--- config.mk ---
export PLATFORM = sky130hd
export DESIGN_NAME = serial_subtractor
export DESIGN_NICKNAME = d
export VERILOG_FILES = /design/src/rtl/serial_sub_pkg.sv /design/src/rtl/full_subtractor_cell.sv /design/src/rtl/serial_subtractor.sv
export SDC_FILE = /design/constraint.sdc
export NUM_CORES = 1
export LEC_CHECK = 0
export CAP_MARGIN = 20
export CORE_ASPECT_RATIO = 1.75
export CORE_MARGIN = 2
export CORE_UTILIZATION = 39
export CTS_BUF_LIST = sky130_fd_sc_hd__clkbuf_8 sky130_fd_sc_hd__clkbuf_16
export DETAILED_ROUTE_END_ITERATION = 6
export GPL_TIMING_DRIVEN = 0
export PLACE_DENSITY = 0.63
export SYNTH_ARGS = -nofsm -noshare
export SYNTH_HDL_FRONTEND = slang
export SYNTH_SLANG_ARGS = --single-unit
--- constraint.sdc ---
create_clock -name clk -period 1.4 [get_ports clk]
set_clock_uncertainty 0.2 [all_clocks]
set_input_delay 0.28 -clock clk [delete_from_list [all_inputs] [get_ports clk]]
set_output_delay 0.28 -clock clk [all_outputs]
set_load 0.02 [all_outputs]
--- src/rtl/serial_sub_pkg.sv ---
// Shared types and helpers for the bit-serial subtractor.
`timescale 1ns/1ps
package serial_sub_pkg;

    typedef enum logic {
        S_IDLE = 1'b0,
        S_RUN  = 1'b1
    } serial_sub_state_t;

    // Counter must hold the value WIDTH after the last increment, so one bit above $clog2.
    function automatic int cnt_width(input int width);
        return $clog2(width) + 1;
    endfunction

endpackage

--- src/rtl/full_subtractor_cell.sv ---
// Single-bit full subtractor: d = x - y - bi, bo = borrow out.
`timescale 1ns/1ps
module full_subtractor_cell (
    input  logic x,
    input  logic y,
    input  logic bi,
    output logic d,
    output logic bo
);

    assign d  = x ^ y ^ bi;
    assign bo = (~x & y) | (~(x ^ y) & bi);

endmodule

--- src/rtl/serial_subtractor.sv ---
// Bit-serial WIDTH-bit subtractor (diff = a - b - bin), LSB first, one bit per clock.
// Define SERIAL_SUB_OVF_EN to add the signed-overflow output ovf.
`timescale 1ns/1ps
module serial_subtractor
    import serial_sub_pkg::*;
#(
    parameter int WIDTH = 8
) (
    input  logic             clk,
    input  logic             rst,
    input  logic             start,
    input  logic [WIDTH-1:0] a,
    input  logic [WIDTH-1:0] b,
    input  logic             bin,
    output logic             busy,
    output logic             done,
    output logic [WIDTH-1:0] diff,
    output logic             bout
`ifdef SERIAL_SUB_OVF_EN
    ,
    output logic             ovf
`endif
);

    localparam int               CNT_W = cnt_width(WIDTH);
    localparam logic [CNT_W-1:0] LAST  = CNT_W'(WIDTH - 1);

    serial_sub_state_t state_reg;
    logic [WIDTH-1:0]  a_sh_reg;
    logic [WIDTH-1:0]  b_sh_reg;
    logic [WIDTH-1:0]  res_reg;
    logic [WIDTH-1:0]  res_next;
    logic [CNT_W-1:0]  cnt_reg;
    logic              brw_reg;
    logic              busy_reg;
    logic              done_reg;
    logic [WIDTH-1:0]  diff_reg;
    logic              bout_reg;
`ifdef SERIAL_SUB_OVF_EN
    logic              ovf_reg;
`endif

    logic cell_d;
    logic cell_bo;

    full_subtractor_cell u_cell (
        .x  (a_sh_reg[0]),
        .y  (b_sh_reg[0]),
        .bi (brw_reg),
        .d  (cell_d),
        .bo (cell_bo)
    );

    // New result bit enters at the MSB so the word is aligned after WIDTH shifts.
    always_comb begin
        res_next            = res_reg >> 1;
        res_next[WIDTH-1]   = cell_d;
    end

    always_ff @(posedge clk) begin
        if (rst) begin
            state_reg <= S_IDLE;
            a_sh_reg  <= '0;
            b_sh_reg  <= '0;
            res_reg   <= '0;
            cnt_reg   <= '0;
            brw_reg   <= 1'b0;
            busy_reg  <= 1'b0;
            done_reg  <= 1'b0;
            diff_reg  <= '0;
            bout_reg  <= 1'b0;
`ifdef SERIAL_SUB_OVF_EN
            ovf_reg   <= 1'b0;
`endif
        end else begin
            done_reg <= 1'b0;
            case (state_reg)
                S_IDLE: begin
                    if (start) begin
                        a_sh_reg  <= a;
                        b_sh_reg  <= b;
                        brw_reg   <= bin;
                        cnt_reg   <= '0;
                        res_reg   <= '0;
                        busy_reg  <= 1'b1;
                        state_reg <= S_RUN;
                    end
                end
                S_RUN: begin
                    a_sh_reg <= a_sh_reg >> 1;
                    b_sh_reg <= b_sh_reg >> 1;
                    brw_reg  <= cell_bo;
                    cnt_reg  <= cnt_reg + 1'b1;
                    res_reg  <= res_next;
                    if (cnt_reg == LAST) begin
                        // Publish all results together; brw_reg is the borrow into the MSB here.
                        diff_reg  <= res_next;
                        bout_reg  <= cell_bo;
`ifdef SERIAL_SUB_OVF_EN
                        ovf_reg   <= brw_reg ^ cell_bo;
`endif
                        done_reg  <= 1'b1;
                        busy_reg  <= 1'b0;
                        state_reg <= S_IDLE;
                    end
                end
                default: state_reg <= S_IDLE;
            endcase
        end
    end

    assign busy = busy_reg;
    assign done = done_reg;
    assign diff = diff_reg;
    assign bout = bout_reg;
`ifdef SERIAL_SUB_OVF_EN
    assign ovf  = ovf_reg;
`endif

endmodule
=== After elaboration in Yosys (flattened, before gate mapping) ===
Cells that the tools add are included.

* Reduce and logical (&&, ||, !) cells: 3
* Multiplexer cells: 17
* Add/subtract/negate cells: 1
* Eq/ne operators: 3
* Bitwise logic cells: 8

{| class="wikitable"
|+ Operator list
! kind !! count
|-
| $pmux 8 s2 || 3
|-
| $mux 8 || 3
|-
| $pmux 4 s2 || 1
|-
| $mux 1 || 6
|-
| $pmux 1 s2 || 3
|-
| $add 4x1->4 const B || 1
|-
| $eq 4x3->1 const B || 1
|-
| $mux 4 || 1
|-
| $reduce_and 2->1 || 2
|-
| $not 1->1 || 3
|-
| $and 1x1->1 || 2
|-
| $ne 2x1->1 const B || 1
|-
| $ne 2x2->1 const B || 1
|-
| $reduce_or 2->1 || 1
|-
| $xor 1x1->1 || 2
|-
| $or 1x1->1 || 1
|}

* Input bits: 20
* Logic and storage cells: 42
* Output and inout bits: 11
* Register bits after elaboration: 41

=== Depth between registers and ports, before layout ===
* Depth after elaboration: 5
* Mapped depth: 5
* Gate-level depth less buffers: 4

=== Modules after synthesis ===
A second synthesis with hierarchy kept.

* Cell total of the unflattened synthesis: 193
* Area, all modules: 1809.2 µm²

{| class="wikitable"
|+ Modules (own cells, without submodules)
! module !! times used !! cells an instance !! area an instance (µm²) !! sequential area each (µm²)
|-
| serial_subtractor || 1 || 189 || 1778.0 || 800.8
|-
| full_subtractor_cell || 1 || 4 || 31.3 || 0.0
|}

=== Worst setup path before layout ===
No wires, ideal clock.

* Path type: register to register
* Start: reg cnt_reg[0]
* End: reg diff_reg[2], in the netlist diff[2]
* Library setup time: 71 ps
* Setup slack: 48 ps
* Cell stages (with the launch flop): 6
* Clock period less this slack: 1352 ps
* Data required time: 1129 ps
* Arrival: 1082 ps
* Path buffers: 1
* Cell sequence: dfxtp_1 -> ha_1 -> and4b_4 -> buf_6 -> nand2_1 -> a21oi_1

* Cells in the longest elaborated chain, start to end: 2

{| class="wikitable"
|+ Ends and longest elaborated chain
! what !! line !! source
|-
| start, declared || serial_subtractor.sv:33 || <nowiki>logic [CNT_W-1:0] cnt_reg;</nowiki>
|-
| start signal, assigned || serial_subtractor.sv:93 || <nowiki>cnt_reg <= cnt_reg + 1'b1;</nowiki>
|-
| $eq 4x3->1 || serial_subtractor.sv:95 || <nowiki>if (cnt_reg == LAST) begin</nowiki>
|-
| $reduce_and 2->1 (no source line) || n/a ||
|-
| end signal, assigned || serial_subtractor.sv:97 || <nowiki>diff_reg <= res_next;</nowiki>
|-
| end, declared || serial_subtractor.sv:37 || <nowiki>logic [WIDTH-1:0] diff_reg;</nowiki>
|}

No other way between the ends.
A chain may end at the register's enable or synchronous reset.

=== Worst setup path in the final report ===
* Start: reg cnt_reg[0]
* End: reg diff_reg[5], in the netlist diff[5]

The elaborated chain is that of the path after synthesis.

==> out/results.ini <==
[finish]
final_common_cell = nand2_1
synthToLayoutAreaGrowth_pct = 32.1
fin_nets = 253
antennaDiodeCount = 0
final_cell_mix = nand2_1 (43), dfxtp_1 (36), a21oi_1 (30)
fill_cells = 410
final_area_um2 = 2200
drive_above_1_share_pct = 27.2

[floorplanning]
start_util_pct = 40.6
rows = 31
die_h_um = 90.5
io_pins = 31
dieArea_um2 = 4840
core_um2 = 4110
fp.dieW_um = 53.5

[drt]
vias = 1414
drt-initial-drc-count = 20
routed_wl_mm = 3.75
drt_first_pass_iters = 4
drcViolationCount = 0
post_drt_via_cell_ratio = 5.03
drt.antenna.violating_nets = 0
wl_per_cell_um = 13.3

[place]
place.gp.congestion = 0.812
portBuffers = 28
place_area_um2 = 2010
dp_hpwl_mm = 2.56

[grt]
antenna_found_initial = 0
grt_pass1_vias = 1316
grt_overflow = 0
grt_usage_pct = 16.8
grt_max_degree = 13
grt_first_pass_wirelength_mm = 5.93

[clocking]
cts_buffers = 5
cts_tree = yes
clkLatencyLatePin_ps = 290
clkSinkCount = 40
clock-root-buffer = clkbuf_8
cts.htree.levels = 2
clk_pin_slew_worst_paths_ps = 80
clk_path_buf_depth = 2

[timing]
slew_headroom_pct = 66.2
rsz0062_at_grt = yes
max_slew.worst_pin.slew_ps = 508
finalCriticalPeriod_ps = 1380
setup_viol = 0
clock.fmax_mhz = 722
maxSlewViolCount = 0
min_period_over_period_pct = 98.9
hold_violations = 0

[synth]
synth_top_area_share_pct = 48.0
synth_compound_area_share_pct = 13.0
syn_area_per_cell_um2 = 8.78
netlist-cell-type-count = 22
synth_nets = 212
syn_inst = 190
yosys.area_share.xor_xnor_pct = 0
netlist_top_cells_area = dfxtp_1 (48%), a21oi_1 (10%), nand2_1 (10%)
synth.largest_area_cell = dfxtp_1
ys_seq_elements = 40
synth.mux.area_fraction_pct = 11.2
yosys.area_share.adder_pct = 1.95
synth_top_family_by_area = simple AND/OR/NAND/NOR gates
yosysSeqAreaShare_pct = 48.0
synth_warnings = 0
netlist_area_um2 = 1670
synth-simple-area-share_pct = 19.6

[job]
cap_viol_max_count = 0

[worst_setup_path]
r2r_start = cnt_reg[0]
worstPathRequired_ps = 1430
crit_chain = ha_4 > and4b_4 > buf_6 > nand2_2 > a21oi_2
critPathMaxFanout = 5
crit_type = reg -> reg
cp-start-kind = flop
cp-end-kind = flop
startpoint = cnt_reg[0]
r2r_slack_ps = 20
critPathMaxStageDelay_ps = 380
crit_arrival_ps = 1420
crit_path_end = diff[5]
cp_slowest_cell = dfxtp_4
timing.rr.end = diff[5]
ff2ff_path_depth = 5

[min_path]
worstHoldStart = start
hp-class = in -> reg

[pwr]
p_total_mw = 2.51
irDropWorstVdd_mv = 0.830
leakagePower_nw = 0.829
power.density_nw_per_um2 = 1140

[status]
status = finished clean

## routing by layer
metal / global-route usage [%] / routed length [um]
met3: 3.97 / 127
met5: 0 / 0
met4: 7.69 / 80
met1: 17.4 / 1430
met2: 29.8 / 2110
## how the worst min path moves through the flow
| stage | endpoint | slack, ps | cells after the start |
|---|---|---|---|
| after global routing | brw_reg | 170 | 3 |
| after floorplan | diff[0] | 230 | 2 |
| after global placement | diff[0] | 240 | 2 |
| final | brw_reg | 160 | 3 |
| after detailed placement | diff[0] | 240 | 2 |
| after CTS | brw_reg | 170 | 3 |
## cells by family (layout without fill, tap and decap cells)
group           after synthesis  count (layout)
mux                          17              17
buf+inv                      18              60
flops                        40              40
fa+ha+maj                     2               2
compound gates               40              40
simple gates                 73              73
## cell type report
| type | count | area [um2] | share of cell area [%] |
|---|---|---|---|
| Buffer | 14 | 92.6 | 4.20 |
| Clock buffer | 7 | 96.3 | 4.37 |
| Clock inverter | 1 | 30.0 | 1.36 |
| Inverter | 4 | 18.8 | 0.851 |
| Multi-Input combinational cell | 132 | 796 | 36.1 |
| Sequential cell | 40 | 811 | 36.8 |
| Tap cell | 49 | 61.3 | 2.78 |
| Timing Repair Buffer | 34 | 299 | 13.6 |
## metrics by stage
| stage | setup WS, ps | hold slack (ps) | cells | util [%] | TNS [ps] |
|---|---|---|---|---|---|
| finish | 15.3 | 162 | 281 | 53.6 | 0 |
| global route | -42.9 | 171 | 281 | 53.6 | -195 |
| CTS | 6.88 | 175 | 276 | 52.9 | 0 |
| detailed placement | -216 | 242 | 267 | 48.9 | -1900 |
| global placement | -198 | 237 | 267 | 48.9 | -1770 |
| floorplan | 47.6 | 227 | 190 | - | 0 |
## worst max-delay path: cells and delay by family (launching register included)
| kind | cells | cell delay, ps |
|---|---|---|
| DFF | 1 | 380 |
| and+or+nand+nor | 2 | 340 |
| AOI/OAI and AO/OA | 1 | 130 |
| adders and majority gates | 1 | 140 |
| buffers and inverters | 1 | 140 |
## what timing repair did
item,CTS,global route
pin swaps,2,4
gates resized for setup,37,21
gates cloned,0,1
endpoints found under the setup margin,25,25
hold buffers,0,0
buffers inserted,1,4
## report_power, final
group          internal (mW)  total, mW  switching (mW)
sequential              1.18       1.20          0.0223
combinational          0.146      0.277           0.131
clock                  0.629       1.04           0.407
## Yosys cell counts
library cell	instances
o211a_1	1
dfxtp_1	40
a21oi_1	34
nand2_1	45
mux2_2	14
buf_6	2
fa_1	1
a41oi_1	1
ha_1	1
o21ai_0	1
buf_4	5
nor3_1	5
mux2i_1	3
and4b_4	1
inv_1	4
clkbuf_1	4
nand4b_1	1
a211oi_1	3
nand3_1	1
nor3b_1	8
buf_2	3
nor2_1	12
No activity file was read; power rests on OpenSTA's default activity.
==> RTL change 1 (config.mk and constraints unchanged) <==
Register the inputs `start`, `a`, `b` and `bin` before use. The logic sees them one clock later.
--- a/src/rtl/serial_subtractor.sv
+++ b/src/rtl/serial_subtractor.sv
@@ -24,6 +24,18 @@
 
     localparam int               CNT_W = cnt_width(WIDTH);
     localparam logic [CNT_W-1:0] LAST  = CNT_W'(WIDTH - 1);
+
+    logic start_q;
+    logic [WIDTH-1:0] a_q;
+    logic [WIDTH-1:0] b_q;
+    logic bin_q;
+
+    always_ff @(posedge clk) begin
+        start_q <= start;
+        a_q     <= a;
+        b_q     <= b;
+        bin_q   <= bin;
+    end
 
     serial_sub_state_t state_reg;
     logic [WIDTH-1:0]  a_sh_reg;
@@ -76,10 +88,10 @@
             done_reg <= 1'b0;
             case (state_reg)
                 S_IDLE: begin
-                    if (start) begin
-                        a_sh_reg  <= a;
-                        b_sh_reg  <= b;
-                        brw_reg   <= bin;
+                    if (start_q) begin
+                        a_sh_reg  <= a_q;
+                        b_sh_reg  <= b_q;
+                        brw_reg   <= bin_q;
                         cnt_reg   <= '0;
                         res_reg   <= '0;
                         busy_reg  <= 1'b1;
Function: changed (Yosys sat finds a counterexample within 4 cycles, from zero or initial values and one cycle with rst high).
==> RTL change 1 against the unedited design <==
  * The flow now finishes with violations (setup timing)
  * Worst setup slack lost 38 ps
  * Synthesized area grew 20%
  * Routed wire length shrank 0.45%
  * Design area grew 22%
  * Sequential cell count grew 18
  * First-iteration DRC count shrank 10%
  * Final cell count grew 0.36%
  * Hold slack gained 18 ps
  * Total power grew 37%
  * Via count shrank 0.28%
  * Largest cell class unchanged
  * Largest power group unchanged
  * Highest routed layer unchanged
==> RTL change 1: results (changes against the unedited design) <==
sequential cell area fraction in the yosys report 57.75% (+9.8 points); Total GRT Usage 14.34% (-2.4 points); Synth Net Count 197 (-7.1%); pre-CTS setup slack -427.9 ps (-211.6 ps); violated checks setup timing; max_slew headroom 75.42% (+9.3 points); vias 1410 (-0.28%); antenna violations before repair 0 (unchanged); VDD IR max 0.7894 mV (-4.8%); Cell Area, Placed 0.002402 mm2 (+19%); Post-synth top cells 58 x dfxtp_1, 24 x nor2_1, 17 x mux2i_1; Reg clk slew, reported paths approximately 70 ps; Slowest-stage cell, CP dfxtp_4; Hold Slack 180.7 ps (+18.48 ps); status finished, violations left; total gr overflow 0 (unchanged); Ant. Diodes 0 (unchanged); layout cells sized above 1 31.14% (+4.0 points); CP Max Fanout 5 (unchanged); clk buf depth 2 (unchanged); clk_lat worst skew 340 ps (+50 ps); DRT iter0 DRCs 18 (-10%); Total Neg Setup Slack -68.60 ps (-68.60 ps); DP HPWL 2367 um (-7.6%); placed cell count 259 (-3.0%); first-pass GRT wire length 6037 um (+1.9%); Routed WL per cell 13.23 um (-0.81%); H-tree Lvls 3 (+1); Yosys Warn Count 0 (unchanged); synthesized area per cell 11.49 um2 (+31%); crit path DAT 1460 ps (+40 ps); gpl congestion 0.8227 (+1.4%); total clock buffers created by CTS 9 (+4); largest net degree at the start of global routing 11 (-2); fin cells 282 (+0.36%); Final nets 245 (-3.2%); Lkg Pwr 1.165 nW (+40%); drt pass-1 iters 4 (unchanged); Unique masters post-synth 25 (+14%); Async SR Flop Fraction 0% (unchanged); # setup viols final 7 (+7); delay-heaviest family, CP flip-flops; synth top area cells dfxtp_1 58%, mux2i_1 8.5%, mux2_2 7.8%; Largest stage delay, worst path 350 ps (-30 ps); Final Worst Setup Slack -22.89 ps (-38.20 ps); Worst Hold Class primary input to flip-flop; CTS root buf clkbuf_8; IO buf count 30 (+7.1%)
RTL change 1: changes by cell type after synthesis, moves of 2 or more:
cell,delta
a21oi_1,-23
a22o_1,+8
buf_2,+4
buf_4,-2
clkbuf_1,-3
dfxtp_1,+18
mux2i_1,+14
nand2_1,-45
nor2_1,+12
nor2b_1,+3
RTL change 1: final cells by class:
class / count / area (um2)
clock inverters: 4 / 17.52
plain buffers: 12 / 100.1
well taps: 54 / 67.56
multi-input cells: 102 / 820.8
inverters: 3 / 11.26
repair buffers: 37 / 329.1
flip-flops and latches: 58 / 1174
clock buffers: 12 / 165.2
fillers: 451 / 2292
RTL change 1: kinds of logic after synthesis:
| kind of cell | count (synthesis) | synth area share, % |
|---|---|---|
| fa+ha+maj | 2 | 1.618 |
| buf+inv | 15 | 4.169 |
| mux | 31 | 16.30 |
| compound gates | 26 | 8.774 |
| flops | 58 | 57.75 |
| simple gates | 43 | 11.39 |
RTL change 1: repair_timing:
| action | 4_1_cts | 5_1_grt |
|---|---|---|
| gates resized for setup | 50 | 24 |
| hold buffers | 0 | 0 |
| pin swaps | 3 | 6 |
| cloned | 1 | 2 |
| endpoints found under the setup margin | 41 | 34 |
| buffers inserted | 4 | 0 |
RTL change 1: metal layers:
metal  global-route usage [%]  vias up  wire [um]
li1                         -      706          -
met1                    14.30      660       1490
met2                    24.20       32       1947
met3                    5.643       12        160
met4                    8.587        0        133
met5                        0        -          0
RTL change 1: worst register-to-register path: cells and delay by family (launching register included):
family / cells / cell delay [ps]
compound gates: 1 / 210
flops: 1 / 350
fa+ha+maj: 1 / 140
simple gates: 2 / 280
buf+inv: 1 / 130
RTL change 1: report_power, final:
| group | internal [mW] | total [mW] | switching (mW) |
|---|---|---|---|
| clock network | 0.767 | 1.37 | 0.607 |
| registers | 1.72 | 1.75 | 0.0343 |
| logic | 0.183 | 0.318 | 0.135 |
| total | 2.67 | 3.45 | 0.776 |
RTL change 1: path summary, 6_finish.rpt:
| kind | start | to | cells after the start |
|---|---|---|---|
| worst max-delay path | cnt_reg[1] | diff[2] | 5 |
| worst min register to register | bout | bout | 1 |
| worst max register to register | cnt_reg[1] | diff[2] | 5 |
| worst min-delay path | start | start_q | 1 |
==> RTL change 2 (same flow settings) <==
Made on the original files. Change the parameter `WIDTH` from 8 to 10.
--- a/src/rtl/serial_subtractor.sv
+++ b/src/rtl/serial_subtractor.sv
@@ -4,7 +4,7 @@
 module serial_subtractor
     import serial_sub_pkg::*;
 #(
-    parameter int WIDTH = 8
+    parameter int WIDTH = 10
 ) (
     input  logic             clk,
     input  logic             rst,
Interface: changed (resized a, b and diff); port bits go from 31 to 37. No check against the original RTL was run, so the function may have changed too.
==> RTL change 2 against the unedited design <==
  * The flow now finishes with violations (DRC, setup timing)
  * Synthesized area rose by 23%
  * Worst setup slack got worse by 190 ps
  * Sequential cell count up 9
  * Sequential share of layout area increased by 0.99 points
  * Routed wire length is 13% higher
  * Die area grew 22%
  * Total power rose by 6.3%
  * Synthesized cell count rose by 3.7%
  * Design area is 19% higher
  * Critical path type unchanged
==> RTL change 2: results (changes against the unedited design) <==
DP HPWL 3079 um (+20%); Cell Area, Placed 0.002499 mm2 (+24%); fin cells 299 (+6.4%); Sw Pwr 671.9 uW (+20%); crit path DAT 1570 ps (+150 ps); synthesized area per cell 10.44 um2 (+19%); vias in the first global route 1564 (+19%); cts hold-fix bufs 0 (unchanged); Slew @ Worst Pin 264.0 ps (-243.6 ps); Total GRT Usage 15.55% (-1.2 points); violated checks DRC, setup timing; VDD IR max 0.7041 mV (-15%); Final Worst Setup Slack -170.6 ps (-185.9 ps); antenna violations before repair 0 (unchanged); Final nets 270 (+6.7%); Largest stage delay, worst path 330 ps (-50 ps); Unique masters post-synth 30 (+36%); DRC violations left 1 (+1); sequential cell area fraction in the yosys report 47.72% (-0.26 points); delay-heaviest family, CP compound AO/OA/AOI/OAI gates; layout cells sized above 1 31.56% (+4.4 points); IO buf count 35 (+25%); Synth Net Count 224 (+5.7%); Slowest-stage cell, CP dfxtp_2; status finished, violations left; vias per cell 5.237 (+4.1%); CTS root buf clkbuf_8; first-pass GRT wire length 7010 um (+18%); Routed WL 4247 um (+13%); placed cell count 287 (+7.5%); Post-synth top cells 49 x dfxtp_1, 31 x nor2_1, 21 x mux2i_1; largest net degree at the start of global routing 16 (+3); pre-CTS setup slack -502.9 ps (-286.5 ps); H-tree Lvls 2 (unchanged); clk_lat worst skew 310 ps (+20 ps); drt pass-1 iters 6 (+2); synth top area cells dfxtp_1 48%, mux2i_1 10%, mux2_2 9.9%; CP Max Fanout 10 (+5); Ant. Diodes 0 (unchanged); # setup viols final 13 (+13); Lkg Pwr 1.074 nW (+29%); Reg clk slew, reported paths 90 ps; Fill cells 508 (+24%); gpl congestion 0.7980 (-1.7%); Worst Hold Class primary input to flip-flop; beginning of the critical path cnt_reg[1]
## RTL change 2: kinds of logic after synthesis
logic type	synth area share, %
and+or+nand+nor	13.51
DFF	47.72
muxes	20.08
AOI/OAI and AO/OA	10.65
buffers and inverters	5.843
adders and majority gates	2.191
## RTL change 2: worst register-to-register path, stage by stage (launching register included)
cell and delay (ps):
dfxtp_2 330, inv_2 70, ha_4 110, nand4b_1 170, o21ba_4 270, buf_6 140, a22o_1 170
## RTL change 2: final timing paths
path,cells past startpoint,to,slack [ps]
worst min register to register,1,diff[3],270
worst max-delay path,6,diff[0],-170
worst min-delay path,4,a_sh_reg[6],230
worst max register to register,6,diff[0],-170
## RTL change 2: repair_timing
action,CTS,global route
pin swaps,2,6
gates resized for setup,49,28
hold endpoints to repair,0,0
endpoints found under the setup margin,58,49
setup buffers,3,1
gates cloned,0,0
## RTL change 2: per-stage QoR
stage               utilization [%]  setup TNS (ps)  total power [mW]
floorplan                         -          -425.6             1.725
global placement              48.35          -18640             1.849
detailed placement            48.35          -19170             1.854
CTS                           50.80           -1587             2.681
global route                  50.65           -2530             2.801
finish                        50.65           -1702             2.670
## RTL change 2: layout make-up
cell class | instances | area, um2 | area share, %
Buffer | 16 | 125.1 | 4.780
Clock buffer | 5 | 68.82 | 2.629
Clock inverter | 3 | 17.52 | 0.6692
Inverter | 4 | 15.01 | 0.5736
Multi-Input combinational cell | 128 | 1012 | 38.67
Sequential cell | 49 | 988.4 | 37.76
Tap cell | 55 | 68.82 | 2.629
Timing Repair Buffer | 39 | 321.6 | 12.28
## RTL change 2: power by group through the flow
stage,Combinational (mW),Clock [mW],Sequential (mW)
final,0.369,0.830,1.47
after global routing,0.401,0.920,1.48
after CTS,0.360,0.849,1.47
after detailed placement,0.349,0,1.50
after global placement,0.345,0,1.50
after floorplan,0.226,0,1.50
## RTL change 2: routing by layer
metal | vias to the layer above | track usage, % | part of all wire (%)
li1 | 780 | - | -
met1 | 747 | 16.60 | 40
met2 | 30 | 27.69 | 54
met3 | 9 | 3.737 | 3.8
met4 | 0 | 7.343 | 2.4
met5 | - | 0 | 0
